$ cat src/rtl/oka_pkg.sv
// Shared constants, state encoding and helpers for the
// overlap-free Karatsuba GF(2) multipliers.
package oka_pkg;

  localparam int N  = 10;
  localparam int H  = N / 2;
  localparam int PW = N - 1;
  localparam int OW = 2 * N - 1;

  typedef enum logic [1:0] {
    IDLE,
    MUL,
    DONE
  } state_e;

  function automatic logic [H-1:0] split_half(
    input logic [N-1:0] v,
    input logic         odd
  );
    logic [H-1:0] r;
    r = '0;
    for (int i = 0; i < H; i++)
      r[i] = v[2*i + (odd ? 1 : 0)];
    return r;
  endfunction

  // Even output bits take P1 and x^2-shifted P4; odd bits take P2^P3.
  function automatic logic [OW-1:0] oka_combine(
    input logic [PW-1:0] p1,
    input logic [PW-1:0] p2,
    input logic [PW-1:0] p3,
    input logic [PW-1:0] p4
  );
    logic [OW-1:0] r;
    r = '0;
    r[0]    = p1[0];
    r[OW-1] = p4[PW-1];
    for (int i = 1; i < PW; i++)
      r[2*i] = p1[i] ^ p4[i-1];
    for (int i = 0; i < PW; i++)
      r[2*i+1] = p2[i] ^ p3[i];
    return r;
  endfunction

endpackage

$ cat src/rtl/clmul_5x5.sv
// Combinational H-by-H carry-less multiplier, shared across
// the four half-products of the sequential OKA.
module clmul_5x5
  import oka_pkg::*;
(
  input  logic [H-1:0]  i_a,
  input  logic [H-1:0]  i_b,
  output logic [PW-1:0] o_p
);

  always_comb begin
    o_p = '0;
    for (int i = 0; i < H; i++)
      for (int j = 0; j < H; j++)
        o_p[i+j] = o_p[i+j] ^ (i_a[i] & i_b[j]);
  end

endmodule

$ cat src/rtl/oka_seq_mul10.sv
// Sequential overlap-free Karatsuba 10-bit GF(2) multiplier:
// one 5x5 sub-multiplier time-shared over four cycles.
module oka_seq_mul10
  import oka_pkg::*;
(
  input  logic          clk,
  input  logic          rst_n,
  input  logic          in_valid,
  output logic          in_ready,
  input  logic [N-1:0]  a,
  input  logic [N-1:0]  b,
  output logic          out_valid,
  input  logic          out_ready,
  output logic [OW-1:0] out_data,
  output logic          busy
);

  state_e        r_state;
  state_e        w_next;
  logic [1:0]    r_cnt;
  logic [N-1:0]  r_a;
  logic [N-1:0]  r_b;
  logic [PW-1:0] r_p1;
  logic [PW-1:0] r_p2;
  logic [PW-1:0] r_p3;
  logic [PW-1:0] r_p4;
  logic [OW-1:0] r_out;

  logic [H-1:0]  w_ae;
  logic [H-1:0]  w_ao;
  logic [H-1:0]  w_be;
  logic [H-1:0]  w_bo;
  logic [H-1:0]  w_x;
  logic [H-1:0]  w_y;
  logic [PW-1:0] w_prod;
  logic          w_acc;
  logic          w_mul;

  assign w_ae = split_half(r_a, 1'b0);
  assign w_ao = split_half(r_a, 1'b1);
  assign w_be = split_half(r_b, 1'b0);
  assign w_bo = split_half(r_b, 1'b1);

  always_comb begin
    w_x = w_ae;
    w_y = w_be;
    unique case (r_cnt)
      2'd0: begin w_x = w_ae; w_y = w_be; end
      2'd1: begin w_x = w_ae; w_y = w_bo; end
      2'd2: begin w_x = w_ao; w_y = w_be; end
      2'd3: begin w_x = w_ao; w_y = w_bo; end
    endcase
  end

  clmul_5x5 u_mul (
    .i_a (w_x),
    .i_b (w_y),
    .o_p (w_prod)
  );

  assign w_acc = (r_state == IDLE) && in_valid;
  assign w_mul = (r_state == MUL);

  always_comb begin
    w_next = r_state;
    unique case (r_state)
      IDLE:    if (in_valid) w_next = MUL;
      MUL:     if (r_cnt == 2'd3) w_next = DONE;
      DONE:    if (out_ready) w_next = IDLE;
      default: w_next = IDLE;
    endcase
  end

  always_ff @(posedge clk or negedge rst_n) begin
    if (!rst_n) r_state <= IDLE;
    else        r_state <= w_next;
  end

  always_ff @(posedge clk or negedge rst_n) begin
    if (!rst_n) begin
      r_cnt <= '0;
      r_a   <= '0;
      r_b   <= '0;
      r_p1  <= '0;
      r_p2  <= '0;
      r_p3  <= '0;
      r_p4  <= '0;
      r_out <= '0;
    end else begin
      if (w_acc) begin
        r_a   <= a;
        r_b   <= b;
        r_cnt <= '0;
      end
      if (w_mul) begin
        r_cnt <= r_cnt + 2'd1;
        unique case (r_cnt)
          2'd0: r_p1 <= w_prod;
          2'd1: r_p2 <= w_prod;
          2'd2: r_p3 <= w_prod;
          2'd3: r_p4 <= w_prod;
        endcase
        // P4 is still in flight on the last edge; use it live.
        if (r_cnt == 2'd3)
          r_out <= oka_combine(r_p1, r_p2, r_p3, w_prod);
      end
    end
  end

  assign in_ready  = (r_state == IDLE);
  assign out_valid = (r_state == DONE);
  assign busy      = (r_state != IDLE);
  assign out_data  = r_out;

endmodule

$ cat config.mk
export PLATFORM = sky130hd
export DESIGN_NAME = oka_seq_mul10
export DESIGN_NICKNAME = d
export VERILOG_FILES = /design/src/rtl/oka_pkg.sv /design/src/rtl/clmul_5x5.sv /design/src/rtl/oka_seq_mul10.sv
export SDC_FILE = /design/constraint.sdc
export NUM_CORES = 1
export LEC_CHECK = 0
export CAP_MARGIN = 10
export CELL_PAD_IN_SITES_DETAIL_PLACEMENT = 0
export CELL_PAD_IN_SITES_GLOBAL_PLACEMENT = 2
export CORE_ASPECT_RATIO = 0.9
export CORE_MARGIN = 4
export CORE_UTILIZATION = 29
export DETAILED_ROUTE_END_ITERATION = 6
export PLACE_DENSITY_LB_ADDON = 0.1
export SLEW_MARGIN = 15
export SYNTH_ARGS = -nofsm -noshare
export SYNTH_HDL_FRONTEND = slang
export SYNTH_SLANG_ARGS = --single-unit
export TNS_END_PERCENT = 50
$ cat constraint.sdc
create_clock -name clk -period 6.3 [get_ports clk]
set_input_delay 0.63 -clock clk [delete_from_list [all_inputs] [get_ports clk]]
set_output_delay 0.63 -clock clk [all_outputs]
set_load 0.01 [all_outputs]
==> results by group, run 1 <==
Placement
  • I/O Buffers: 45
  • GPL Wtd Cong: approximately 0.81
  • Final HPWL DP: 5040 um

Setup path
  • CP max stage cell: o21ai_0
  • Worst Setup Path Type: reg2reg
  • Number of buffers and inverters on the critical path: 0
  • CP top delay family: compound AO/OA/AOI/OAI gates
  • Crit path DAT: between 2000 and 3000 ps
  • CP peak stage delay: roughly 640 ps
  • WP data required: 6520 ps
  • CP Launch Type: register
  • Critical path fanouts, max: 22
  • Endpoint class of the critical path: register
  • Crit-path cells: ha_1 -> o21ai_0 -> a22oi_1 -> xnor2_1 -> xor3_1 -> mux2_2

Finish
  • Most frequent cells in the layout: 70 x dfrtp_1, 44 x clkdlybuf4s50_1, 41 x nand2_1, 41 x o21ai_0, 30 x mux2_2
  • Share of cells above drive strength 1: about 17%
  • Commonest non-fill, non-tap cell in the layout: dfrtp_1
  • Layout Nets: about 360
  • Filler instances: 1,125
  • Antenna diodes: 0
  • Area Overhead vs Synth: 25.54%
  • Core Util, Final: 37.94%

Clock network
  • Worst skew pair latency: ~330 ps
  • CTS clk-pin slew, worst paths: 50 ps
  • TritonCTS clock tree: done
  • Post-CTS setup buffers: 0
  • Clock sinks: 70
  • Post-CTS Hold Fix Bufs: 0
  • Post-CTS sizing: 0
  • Num CTS Buffers: 9
  • Maximum clock path buffer count: 2
  • H-tree depth: 3
  • Root Driver: clkbuf_16

Drt
  • Detail Route Antenna Nets: 0
  • Vias per cell: 4.494
  • DRC: 0
  • Vias after detailed routing: 2,175
  • DR pass1 iterations: 4
  • Final WL: 7178 um
  • Avg WL per Cell: 14.83 um
  • DR iter-0 viols: 92

Global routing
  • Total GRT Usage: 12.37%
  • Initial antenna violation count: 0
  • Global route overflow: 0
  • Vias in the first global route: ~2,300
  • First-pass GRT wire length: 12,480 um
  • Largest net degree at the start of global routing: just over 70

STA
  • Setup repair after global routing missed its margin: false
  • Final Cycle Share: 43.01%
  • Max-slew headroom: around two fifths
  • Slew Limit Fails: 0
  • Slew @ Worst Pin: about 900 ps
  • TNS Setup: 0 ps
  • Hold_ws: 471.8 ps
  • Min Tclk post-route: 2710 ps
  • Fmax: 369.0 MHz
  • Fin. Hold Viols: 0
  • Final setup violation count: 0
  • Skew final: 4.372 ps

Flow run
  • Max-Cap Viols: 0

Yosys
  • Cell Area, Synth: ~3300 um^2
  • Synth warn: 0
  • Yosys cell types: 29
  • Post-synthesis register bit count: 70
  • Post-Syn Area per Cell: 11.74 um^2
  • Sequential cell area fraction in the yosys report: 52.73%
  • Syn nets: 311
  • Mapped Cells: about 280

Pwr
  • Pwr dens: 621.0 nW/um^2
  • Static leakage: roughly 1.8 nW
  • Peak VDD IR: around 0.22 mV

Floorplanning
  • Die area: 13,230 um^2
  • DIE WIDTH: about 120 um
  • Core area: 10,990 um^2
  • Initial core utilization: ~30%
  • # IOs: 46
  • FP Rows: 36
  • Chip height: around 110 um

Hold path
  • Hold WC Path Type: reg2reg

Outcome
  • Status: finished, final reports clean
[cells in the mapped netlist]
master    count  area [um^2]
a22o_1        1        8.760
a22oi_1      22        165.2
a22oi_2       2        25.02
a22oi_4       1        21.27
and2_1        1        6.260
buf_2         2        10.01
buf_6         1        11.26
clkbuf_1      8        30.03
clkbuf_4      1        7.510
dfrtp_1      70         1752
ha_1          4        50.05
inv_1         5        18.77
mux2_2       30        337.8
mux2i_1       1        10.01
nand2_1      41        153.9
nand2b_1      1        6.260
nor2_1        1        3.750
nor2b_1       1        6.260
o21ai_0      41        205.2
o21ai_1       7        35.03
o21bai_1      1        7.510
or2_2         1        6.260
or3b_1        2        17.52
or3b_2        4        35.03
or3b_4        4        45.04
xnor2_1      20        175.2
xnor3_1       5        112.6
xor2_1        4        35.03
xor3_1        1        23.77
[per-layer routing]
layer  vias to the layer above  wire (um)  track usage [%]  share of wire, %
li1                       1083          -                -                 -
met1                      1038       3518            16.35                49
met2                        42       3199            19.03                45
met3                        12        334            3.909               4.7
met4                         0        125            4.854               1.7
met5                         -          0                0                 0
[final cells by class]
class	count	area, um^2	area share [%]
Multi-Input combinational cell	196	1493	35.79
Inverter	5	18.77	0.4500
Clock inverter	2	10.01	0.2400
Timing Repair Buffer	47	460.4	11.04
Sequential cell	70	1752	42.00
Clock buffer	12	246.5	5.911
Tap cell	152	190.2	4.560
[worst register-to-register path, cell delays in order, from the launching register on]
cell	delay, ps
dfrtp_1	410
ha_1	430
o21ai_0	640
a22oi_1	210
xnor2_1	290
xor3_1	350
mux2_2	260
[power by group]
group / leakage, nW / switching, W / internal, W / total (W)
registers: 0.878 / 0.000114 / 0.000653 / 0.000767
logic: 0.791 / 0.000685 / 0.000688 / 0.00137
clock network: 0.128 / 0.000178 / 0.000271 / 0.000449
total: 1.80 / 0.000977 / 0.00161 / 0.00259
[per-stage QoR]
stage | worst slack [ps] | power (W) | area (um^2) | instances
after global placement | 3589 | 0.002177 | 3914 | 470
after global routing | 3369 | 0.002827 | 4170 | 484
after CTS | 3603 | 0.002650 | 4170 | 484
after floorplan | 3991 | 0.001783 | 3322 | 283
after detailed placement | 3594 | 0.002185 | 3914 | 470
final | 3590 | 0.002590 | 4170 | 484
[registers in the layout (all words and copies together), names as in the netlist]
| register | flops |
|---|---|
| r_p2 | 9 |
| r_cnt | 2 |
| r_p3 | 9 |
| r_state | 2 |
| r_b | 10 |
| r_a | 10 |
| r_p1 | 9 |
| out_data | 19 |
[worst paths after layout]
path | cells past startpoint | start | end | slack [ps]
max | 6 | r_cnt[0] | out_data[10] | 3590
min | 2 | out_data[17] | out_data[17] | 470
max reg2reg | 6 | r_cnt[0] | out_data[10] | 3590
min reg2reg | 2 | out_data[17] | out_data[17] | 470
max in group asynchronous | 2 | rst_n | r_a[8] | 5190
min in group asynchronous | 2 | rst_n | out_data[17] | 500
[cells by family after synthesis]
logic type	Yosys count	synth area share, %
adders and majority gates	4	1.507
AOI/OAI and AO/OA	75	14.09
xor gates and xnor gates	30	10.43
buffers and inverters	17	2.335
DFF	70	52.73
muxes	31	10.47
and+or+nand+nor	56	8.437
(Power assumes the default switching activity.)
==> run 2, diff against run 1 <==
==> constraint.sdc (replaced) <==
create_clock -name clk -period 2.7 [get_ports clk]
set_input_delay 0.27 -clock clk [delete_from_list [all_inputs] [get_ports clk]]
set_output_delay 0.27 -clock clk [all_outputs]
set_load 0.01 [all_outputs]
==> run 2 against run 1 <==
  * Cell area is 5.4% higher
  * Register-to-register slack worse by 3400 ps
  * Combinational power grew to 2.6 times the previous value
  * Utilization increased by 2.0 points
  * Largest power group unchanged
  * Highest routed layer unchanged
==> results by group, run 2 (synthesis results as in run 1) <==
STA
  • Fmax: 392.2 MHz (+6.3%)
  • Max-slew headroom: 58.96% (+19 points)
  • Fin. Hold Viols: 0 (unchanged)
  • Skew final: 4.288 ps (-0.08424 ps)
  • Slew @ Worst Pin: 614.1 ps (-288.1 ps)
  • Min Tclk post-route: 2550 ps (-160.2 ps)
  • Slew Limit Fails: 0 (unchanged)
  • Final Cycle Share: 94.44% (+51 points)
  • Setup repair after global routing missed its margin: true
  • Final setup violation count: 0 (unchanged)

Placement
  • I/O Buffers: 45 (unchanged)
  • Final HPWL DP: 5599 um (+11%)
  • DP Area: 4039 um^2 (+3.2%)
  • GPL Wtd Cong: 0.7932 (-1.6%)

Floorplanning
  • DIE WIDTH: 120.8 um (unchanged)
  • Chip height: 109.5 um (unchanged)
  • Initial core utilization: 30.23% (unchanged)
  • # IOs: 46 (unchanged)
  • Core area: 10,990 um^2 (unchanged)
  • Die area: 13,230 um^2 (unchanged)
  • FP Rows: 36 (unchanged)

Outcome
  • Status: finished, final reports clean

Setup path
  • WP data required: 2910 ps (-3610 ps)
  • Reg-to-reg slack, setup: 150 ps (-3440 ps)
  • CP peak stage delay: 550 ps (-90 ps)
  • CP max stage cell: or3b_2
  • Crit path DAT: 2760 ps (-170 ps)
  • CP Launch Type: register
  • Crit-path cells: inv_1 -> ha_1 -> or3b_2 -> a22oi_2 -> xnor3_1 -> xor3_1 -> mux2_2
  • Critical path fanouts, max: 6 (-73%)
  • Endpoint class of the critical path: register
  • Worst Setup Path Type: reg2reg

Drt
  • Avg WL per Cell: 15.19 um (+2.4%)
  • DR pass1 iterations: 4 (unchanged)
  • Final WL: 7627 um (+6.3%)
  • Detail Route Antenna Nets: 0 (unchanged)
  • Vias per cell: 4.516 (+0.49%)
  • DRC: 0 (unchanged)
  • DR iter-0 viols: 97 (+5.4%)
  • Vias after detailed routing: 2,267 (+4.2%)

Clock network
  • TritonCTS clock tree: done
  • Maximum clock path buffer count: 2 (unchanged)
  • Num CTS Buffers: 9 (unchanged)
  • Root Driver: clkbuf_16
  • Clock sinks: 70 (unchanged)
  • Worst skew pair latency: 330 ps (about the same)
  • CTS clk-pin slew, worst paths: 60 ps (about the same)
  • H-tree depth: 3 (unchanged)
  • Post-CTS setup buffers: 0 (unchanged)

Finish
  • Commonest non-fill, non-tap cell in the layout: dfrtp_1
  • Layout Nets: 373 (+4.5%)
  • Share of cells above drive strength 1: 22.57% (+5.4 points)
  • Area Overhead vs Synth: 32.28%
  • Filler instances: 1,118 (-0.62%)
  • Largest register FFs: 19 (unchanged)
  • Antenna diodes: 0 (unchanged)
  • Design Area, Final: 4394 um^2 (+5.4%)
  • Most frequent cells in the layout: 70 x dfrtp_1, 44 x clkdlybuf4s50_1, 41 x nand2_1, 41 x o21ai_0, 30 x mux2_2

Pwr
  • Pwr dens: 1495 nW/um^2 (+140%)
  • Static leakage: 1.912 nW (+6.4%)
  • Peak VDD IR: 0.6011 mV (+180%)
  • Power, Total: 0.006571 W (+150%)

Hold path
  • Hold WC Path Type: in2async

Global routing
  • First-pass GRT wire length: 12,940 um (+3.7%)
  • Largest net degree at the start of global routing: 37 (-48%)
  • Total GRT Usage: 12.98% (+0.60 points)
  • Initial antenna violation count: 0 (unchanged)
  • Vias in the first global route: 2,383 (+1.9%)
  • Global route overflow: 0 (unchanged)

Flow run
  • Max-Cap Viols: 0 (unchanged)
run 2: cell count changes in the layout (fill, tap and decap cells not counted):
cell,change
dlygate4sd3_1,+1
xnor2_2,+3
ha_2,+1
bufinv_16,+2
buf_4,+14
xnor2_1,-3
buf_12,+1
o21ai_2,+1
ha_1,-1
o21ai_1,-1
run 2: layout make-up:
| cell class | instances | area (um^2) | share of cell area (%) |
|---|---|---|---|
| sequential | 70 | 1752 | 39.86 |
| timing repair buffer | 63 | 595.6 | 13.55 |
| tap | 152 | 190.2 | 4.328 |
| inverter | 5 | 18.77 | 0.4271 |
| clock inverter | 4 | 70.07 | 1.595 |
| multi-input combinational | 196 | 1521 | 34.62 |
| clock buffer | 12 | 246.5 | 5.609 |
run 2: where the power goes:
| group | total, W | internal (W) | switching (W) |
|---|---|---|---|
| clock | 0.00126 | 0.000831 | 0.000432 |
| sequential | 0.00181 | 0.00152 | 0.000280 |
| combinational | 0.00350 | 0.00181 | 0.00169 |
| total | 0.00657 | 0.00417 | 0.00240 |
run 2: per-stage QoR:
stage               utilization [%]  setup WS (ps)  instances  hold WS [ps]  setup TNS, ps
floorplan                         -          391.0        283        -25.59              0
global placement              36.75          183.4        485         171.0              0
detailed placement            36.75          131.8        485         176.0              0
CTS                           39.72          122.1        502         357.4              0
global route                  39.98         -15.91        502         366.6         -15.91
finish                        39.98          150.2        502         349.0              0
run 2: worst paths after layout:
kind,from,endpoint,cells after the start
setup / recovery,r_cnt[0],out_data[10],7
hold / removal,rst_n,out_data[0],2
setup reg to reg,r_cnt[0],out_data[10],7
hold reg to reg,out_data[16],out_data[16],2
max in group asynchronous,rst_n,out_data[13],3
min in group clk,out_data[16],out_data[16],2
run 2: worst max-delay path, delay by kind of cell (launching register included):
kind | cells | cell delay, ps
compound gates | 1 | 200
xor+xnor | 2 | 650
fa+ha+maj | 1 | 290
buf+inv | 1 | 80
flops | 1 | 400
mux | 1 | 260
simple gates | 1 | 550
run 2: timing repair:
action | 4_1_cts | 5_1_grt
resized for setup | 0 | 5
hold buffers | 1 | 0
setup endpoints to repair | 0 | 5
endpoints found under the hold margin | 10 | 0
run 2: per-layer routing:
layer | vias up | wire [um] | GRT usage (%)
met5 | - | 0 | 0
met1 | 1092 | 3767 | 17.63
met4 | 0 | 110 | 4.369
met3 | 11 | 268 | 3.704
li1 | 1121 | - | -
met2 | 43 | 3480 | 20.02
